===== src/rtl/rv0_imem_ahb.sv =====
// rv0_imem_ahb: AHB-Lite read-only instruction memory subordinate in front of a 1-cycle-latency SRAM/ROM,
// with configurable OKAY wait states and a two-cycle ERROR response for illegal accesses.
module rv0_imem_ahb #(
  parameter int          XLEN        = 32,
  parameter logic [31:0] MEM_BASE    = 32'h0000_0000,
  parameter int          MEM_DEPTH   = 4096,
  parameter int          WAIT_STATES = 0
) (
  input  logic                         clk_i,
  input  logic                         rst_ni,
  input  logic                         hsel_i,
  input  logic [XLEN-1:0]              haddr_i,
  input  logic [1:0]                   htrans_i,
  input  logic                         hwrite_i,
  input  logic [2:0]                   hsize_i,
  input  logic                         hready_i,
  output logic                         hreadyout_o,
  output logic                         hresp_o,
  output logic [31:0]                  hrdata_o,
  output logic                         mem_req_o,
  output logic [$clog2(MEM_DEPTH)-1:0] mem_addr_o,
  input  logic [31:0]                  mem_rdata_i
);
  localparam int AW = $clog2(MEM_DEPTH);
  typedef enum logic [2:0] {S_IDLE, S_WAIT, S_DATA, S_ERR1, S_ERR2} state_t;
  state_t          r_state, w_next;
  logic [2:0]      r_cnt;
  logic [31:0]     r_rdata;
  logic            w_rdy, w_acc, w_legal;
  logic [XLEN-1:0] w_off;
  assign w_rdy   = (r_state == S_IDLE) || (r_state == S_DATA) || (r_state == S_ERR2);
  assign w_acc   = hsel_i && (htrans_i inside {2'b10, 2'b11}) && hready_i && w_rdy;
  assign w_off   = haddr_i - MEM_BASE;
  // the offset is only trusted once haddr_i >= MEM_BASE, so an address below the window never wraps in
  assign w_legal = !hwrite_i && (hsize_i == 3'b010) && (haddr_i[1:0] == 2'b00) &&
                   (haddr_i >= MEM_BASE) && (64'(w_off) < 64'(MEM_DEPTH) * 64'd4);
  assign mem_req_o   = w_acc && w_legal;
  assign mem_addr_o  = w_off[AW+1:2];
  assign hreadyout_o = w_rdy;
  assign hresp_o     = (r_state == S_ERR1) || (r_state == S_ERR2);
  assign hrdata_o    = (r_state == S_DATA) ? ((WAIT_STATES == 0) ? mem_rdata_i : r_rdata) : 32'h0;
  always_comb begin
    w_next = r_state;
    case (r_state)
      S_WAIT:  w_next = (r_cnt == 3'd1) ? S_DATA : S_WAIT;
      S_ERR1:  w_next = S_ERR2;
      default: w_next = !w_acc ? S_IDLE : !w_legal ? S_ERR1 : (WAIT_STATES == 0) ? S_DATA : S_WAIT;
    endcase
  end
  always_ff @(posedge clk_i or negedge rst_ni) begin
    if (!rst_ni) begin
      r_state <= S_IDLE;
      r_cnt   <= 3'd0;
      r_rdata <= 32'h0;
    end else begin
      r_state <= w_next;
      r_cnt   <= (w_rdy && w_next == S_WAIT) ? 3'(WAIT_STATES) : (r_state == S_WAIT) ? r_cnt - 3'd1 : r_cnt;
      // SRAM data is only guaranteed on the first data cycle, so hold it for the rest of the wait
      if (r_state == S_WAIT && r_cnt == 3'(WAIT_STATES)) r_rdata <= mem_rdata_i;
    end
  end
endmodule


===== config.mk =====
export PLATFORM = sky130hd
export DESIGN_NAME = rv0_imem_ahb
export DESIGN_NICKNAME = d
export VERILOG_FILES = /design/src/rtl/rv0_imem_ahb.sv
export SDC_FILE = /design/constraint.sdc
export NUM_CORES = 1
export LEC_CHECK = 0
export ABC_AREA = 1
export CAP_MARGIN = 20
export CORE_UTILIZATION = 23
export DETAILED_ROUTE_END_ITERATION = 16
export GPL_TIMING_DRIVEN = 1
export PLACE_DENSITY = 0.85
export SETUP_SLACK_MARGIN = 0.05
export SYNTH_ARGS = -nofsm -noshare
export SYNTH_HDL_FRONTEND = slang
export SYNTH_SLANG_ARGS = --single-unit

===== constraint.sdc =====
create_clock -name clk_i -period 1.6 [get_ports clk_i]
set_input_delay 0.48 -clock clk_i [delete_from_list [all_inputs] [get_ports clk_i]]
set_output_delay 0.48 -clock clk_i [all_outputs]
set_load 0.01 [all_outputs]

==> results by group, run 1 <==
Placement
  • GPL Wtd Cong: 0.7193
  • Placed instance count: 271
  • DP Area: between 1500 and 2000 sq um
  • DPL Wire Length: approximately 2200 um
  • Worst slack at placement: -0.8085 ns
  • # port buffers: between 90 and 100

Route
  • Highest metal used: met4
  • Drt wl/cell: roughly 9.7 um
  • DR vias/cell: roughly 3.9
  • DR vias: 1103
  • Met2 Wirelength: around 1400 um
  • Post-Route M1 WL: 1035 um
  • Number of DRC markers in iteration 0: 8
  • Total routed wirelength: about 2800 um
  • 1st-pass router iterations: 3
  • DRC: 0
  • Met3 Wirelength: about 330 um
  • Final ANT Viol Nets: 0

Floorplan
  • Initial Utilization: 0.2414
  • Row count: 21
  • Die Wd: 61.42 um
  • Total I/O pin count: ~120
  • Die area: approximately 3800 sq um
  • CORE AREA: around 3400 sq um
  • Die height: approximately 61 um

Power and ir drop
  • Switching share of total power: 0.4006
  • Clk network pwr share: 0.103
  • Seq pwr share: 0.200
  • Power per standard cell area: about 770 nW/um^2
  • Worst vdd ir: 0.5365 mV
  • Leak Pwr: between 1 and 1.5 nW
  • Comb pwr share: 0.696
  • Int Power: slightly above 800 uW
  • Net switching power: between 500 and 600 uW

Yosys
  • Area leader, netlist: dfrtp_1
  • Number of distinct library cells after synthesis: 22
  • Flops & latches, synth: 6
  • Post-synthesis sequential area ratio: 0.1849
  • Post-Syn Instances: roughly 140
  • Net Count, Synth: roughly 210
  • Yosys warnings: 0
  • Synth area leaders: dfrtp_1 18%, nor2_1 17%, inv_1 17%, buf_4 11%, nor2_2 9.2%
  • Average cell area after synthesis: 6.015 sq um
  • Post-Syn Area: roughly 800 sq um
  • Post-synth top area share: 0.1849

Worst hold path
  • HP Class: input port to asynchronous set/reset pin

GRT
  • GR Overflow Total: 0
  • Largest net degree at the start of global routing: 29
  • Vias in the first global route: between 800 and 900
  • Initial antenna violation count: 0
  • First-pass GRT wire length: approximately 3600 um
  • GRT Util Overall: 0.1267

Clock network
  • CTS clk-pin slew, worst paths: about 0.050 ns
  • Longest Clk Path Bufs: 2
  • CTS root buf: clkbuf_4
  • H-tree levels: 1
  • Cts bufs inserted: 3
  • CTS Hold Bufs: 0
  • TritonCTS clock tree: built
  • Sink Count: 6
  • Worst skew pair latency: 0.24 ns

Critical path
  • CP max FO: 3
  • Reg2Reg Depth: 8
  • CP Data Required Time: 1.12 ns
  • Critical path arrival: 1.29 ns
  • Crit path launch type: register
  • CP Capture Type: output port
  • Crit Path Class: register to output port

Finish
  • Post-route insts no fill: about 280
  • FILL cells: around 350
  • Cell area after layout: between 1500 and 2000 sq um
  • Diode count: 0
  • Most frequent cells in the layout: 35 x inv_1, 32 x nor2_1, 32 x buf_2
  • Fin nets: 316
  • Area grow syn2layout: 114.9%
  • Commonest non-fill, non-tap cell in the layout: inv_1
  • Layout cell share with drive strength beyond 1: 0.3992

Timing
  • Fin crit share: 1.105
  • Worst Max-Slew Pin Slew: roughly 0.27 ns
  • Fmax: 0.5654 GHz
  • # setup viols final: 35
  • Count of pins over their slew limit: 0
  • Hold Fails Final Rpt: 0
  • RSZ-0062 raised after global routing: yes
  • Sum Neg Setup Slack: -3.268 ns
  • Slew margin rel.: 0.8214
  • Final min period: about 1.8 ns
  • Clock skew: approximately 0.0014 ns
  • Worst hold margin: 0.4750 ns
  • Final worst setup slack: -0.1686 ns

Flow run
  • Max-cap violations: 0

Status
  • Status: finished with violations
  • Violated checks: setup timing
-- repair_timing --
action | 4_1_cts | 5_1_grt
endpoints found under the hold margin | 0 | 0
cloned | 0 | 0
setup endpoints to repair | 35 | 36
gates resized for setup | 177 | 46
buffers inserted | 10 | 3
pin swaps | 28 | 29
-- per-layer routing --
layer	up-vias	GRT usage
met5	-	0
li1	573	-
met4	0	0.05714
met1	470	0.1328
met3	4	0.02521
met2	56	0.2422
-- flip-flops by register name, indices dropped and copies added, names as in the netlist --
signal,cells
r_state,3
r_cnt,3
-- worst max-delay path, stage by stage (launching register included) --
cell and delay, ns:
dfrtp_1 0.41, buf_4 0.15, a21oi_4 0.12, nand4_2 0.11, nor2_1 0.12, buf_2 0.14
-- power groups by stage --
stage                     clock network (mW)  registers, mW  logic, mW
after floorplan                            0          0.266      0.451
after global placement                     0          0.264      0.908
after detailed placement                   0          0.266      0.924
after CTS                              0.147          0.266      0.894
after global routing                   0.152          0.276       1.04
final                                  0.139          0.270      0.939
-- cells by family after synthesis --
logic type	count (synthesis)	share of synthesized area
compound gates	5	0.04161
xor+xnor	2	0.02158
fa+ha+maj	2	0.03081
buf+inv	55	0.3421
flops	6	0.1849
simple gates	65	0.3791
-- Yosys cell counts --
master	n
a21oi_2	1
nand3_2	1
nand3_4	1
nand4_2	1
buf_6	2
o31ai_1	1
o21ai_0	2
xor2_1	1
nor2_1	37
xnor2_1	1
o21bai_1	1
inv_2	3
ha_1	2
clkinv_1	1
nand2_1	10
nor2_2	12
nand4_1	1
buf_8	1
inv_1	36
buf_4	12
dfrtp_1	6
nand3_1	2
-- final timing paths --
path	from	to	slack (ns)
max in group asynchronous	rst_ni	r_state[1]	0.89
setup / recovery	r_state[0]	mem_req_o	-0.17
hold reg to reg	r_cnt[1]	r_cnt[1]	0.49
hold / removal	rst_ni	r_cnt[1]	0.48
setup reg to reg	r_state[0]	r_state[0]	0.34
min in group clk_i	r_cnt[1]	r_cnt[1]	0.49
-- metrics by stage --
stage / power, mW / util
final: 1.349 / 0.5190
after global routing: 1.471 / 0.5190
after CTS: 1.307 / 0.5067
after detailed placement: 1.190 / 0.5294
after global placement: 1.172 / 0.5294
after floorplan: 0.7169 / -
-- cell type report --
type / instances / area [sq um] / area share
Timing Repair Buffer: 115 / 938.4 / 0.5376
Sequential cell: 6 / 151.4 / 0.08674
Tap cell: 46 / 57.56 / 0.03297
Clock buffer: 3 / 22.52 / 0.01290
Inverter: 40 / 152.6 / 0.08746
Multi-Input combinational cell: 74 / 422.9 / 0.2423
Power figures use the tool's default switching activity.
==> run 2: changes to the inputs <==
Settings changed: CTS_CLUSTER_DIAMETER set to 40, PLACE_DENSITY 0.85 to 0.8.
==> results by group, run 2 (synthesized netlist as in run 1, its figures left out) <==
Timing
  • Final worst setup slack: -0.1597 ns
  • Clock skew: approximately 0.0022 ns
  • Worst Max-Slew Pin Slew: between 0.2 and 0.3 ns
  • Fmax: between 0.5 and 0.6 GHz
  • RSZ-0062 raised after global routing: yes
  • # setup viols final: 34
  • Fin crit share: 1.100
  • Hold Fails Final Rpt: 0
  • Slew margin rel.: 0.8204
  • Final min period: 1.760 ns
  • Count of pins over their slew limit: 0

Route
  • DR vias: 1119
  • Total routed wirelength: ~2800 um
  • Number of DRC markers in iteration 0: 10
  • DRC: 0
  • 1st-pass router iterations: 4
  • Final ANT Viol Nets: 0
  • DR vias/cell: between 3 and 4
  • Drt wl/cell: ~10 um

GRT
  • Vias in the first global route: 914
  • Largest net degree at the start of global routing: 21
  • Initial antenna violation count: 0
  • First-pass GRT wire length: roughly 3600 um
  • GRT Util Overall: 0.1284
  • GR Overflow Total: 0

Critical path
  • Crit path max-delay cell type: dfrtp_1
  • CP max FO: 2
  • CP max stage delay: 0.39 ns
  • CP Capture Type: output port
  • CP Data Required Time: ~1.1 ns
  • Crit path cell chain: buf_6 -> a21oi_4 -> nand4_2 -> nor2_1 -> buf_2
  • Crit Path Class: register to output port
  • Crit path launch type: register
  • Critical path arrival: about 1.3 ns

Finish
  • Diode count: 0
  • Core Util, Final: 0.5588
  • Cell area after layout: 1879 sq um
  • Largest registers: r_cnt (3), r_state (3)
  • Commonest non-fill, non-tap cell in the layout: inv_1
  • Fin nets: approximately 310
  • Layout cell share with drive strength beyond 1: 0.4110
  • Area grow syn2layout: 131.4%
  • Most frequent cells in the layout: 35 x inv_1, 27 x clkdlybuf4s50_1, 26 x buf_2

Power and ir drop
  • Power per standard cell area: a little under 800 nW/um^2
  • Leak Pwr: just over 1 nW
  • Worst vdd ir: 0.6600 mV

Clock network
  • H-tree levels: 1
  • Worst skew pair latency: 0.24 ns
  • TritonCTS clock tree: built
  • CTS Hold Bufs: 0
  • Longest Clk Path Bufs: 2
  • CTS root buf: clkbuf_4
  • CTS clk-pin slew, worst paths: 0.05 ns
  • Cts bufs inserted: 3
  • Sink Count: 6

Status
  • Violated checks: setup timing
  • Status: finished with violations

Floorplan
  • Die height: roughly 60 um
  • Die area: around 3800 sq um
  • Die Wd: 61.42 um
  • Total I/O pin count: between 100 and 150
  • Initial Utilization: 0.2414
  • CORE AREA: ~3400 sq um
  • Row count: 21

Placement
  • # port buffers: 95
  • DPL Wire Length: 2209 um
  • DP Area: 1773 sq um
  • GPL Wtd Cong: 0.7656

Flow run
  • Max-cap violations: 0

Worst hold path
  • HP Class: input port to asynchronous set/reset pin
[run 2: cell count changes in the layout (fill, tap and decap cells not counted), sizes merged]
| cell | before | now |
|---|---|---|
| buf | 55 | 52 |
| clkbuf | 11 | 4 |
| clkdlybuf4s15 | 15 | 23 |
| clkdlybuf4s50 | 30 | 27 |
| dlygate4sd2 | 3 | 9 |
| dlymetal6s2s | 4 | 1 |
[run 2: final cells by class]
type / instances / area, sq um
inverters: 40 / 150.1
fillers: 329 / 1484
multi-input cells: 74 / 491.7
flip-flops and latches: 6 / 150.1
well taps: 46 / 57.56
clock buffers: 3 / 22.52
repair buffers: 113 / 1007
[run 2: final timing paths]
path / from / endpoint / slack [ns] / cells past startpoint
max reg2reg: r_state[2] / r_state[0] / 0.49 / 7
min reg2reg: r_cnt[1] / r_cnt[1] / 0.49 / 2
max: r_state[2] / mem_req_o / -0.16 / 5
max in group asynchronous: rst_ni / r_state[1] / 0.91 / 1
min in group clk_i: r_cnt[1] / r_cnt[1] / 0.49 / 2
min: rst_ni / r_cnt[0] / 0.48 / 1
[run 2: through the flow]
step	worst slack, ns	total power, mW	instances	setup TNS (ns)	hold slack [ns]
3_3_place_gp	-0.7871	1.168	270	-16.27	0.4708
4_1_cts	-0.2208	1.300	278	-3.768	0.4739
2_1_floorplan	0.1471	0.7169	135	0	0.1844
5_1_grt	-0.2552	1.572	282	-6.284	0.4868
3_5_place_dp	-0.8206	1.194	270	-16.68	0.4754
6_report	-0.1597	1.448	282	-3.692	0.4773
[run 2: power by group]
| group | total (mW) | internal (mW) | leakage [nW] | switching (mW) |
|---|---|---|---|---|
| clock | 0.138 | 0.0848 | 0.0138 | 0.0533 |
| combinational | 1.05 | 0.567 | 0.918 | 0.483 |
| sequential | 0.260 | 0.215 | 0.0760 | 0.0453 |
| total | 1.45 | 0.866 | 1.01 | 0.582 |
[run 2: routing by layer]
layer / vias to the layer above / track usage / wire length [um]
li1: 569 / - / -
met1: 493 / 0.1338 / 1034
met2: 57 / 0.2422 / 1426
met3: 0 / 0.04832 / 363
met4: 0 / 0.03175 / 0
met5: - / 0 / 0
[run 2: timing repair]
item	in CTS	in global routing
endpoints found under the setup margin	35	35
pin swaps	23	21
resized for setup	165	78
cloned	0	1
setup buffers	5	3
endpoints found under the hold margin	0	0
[run 2: critical path, delay by kind of cell (launching register included)]
| family | cells | cell delay, ns |
|---|---|---|
| AOI/OAI and AO/OA | 1 | 0.15 |
| buffers and inverters | 2 | 0.27 |
| DFF | 1 | 0.39 |
| and+or+nand+nor | 2 | 0.24 |
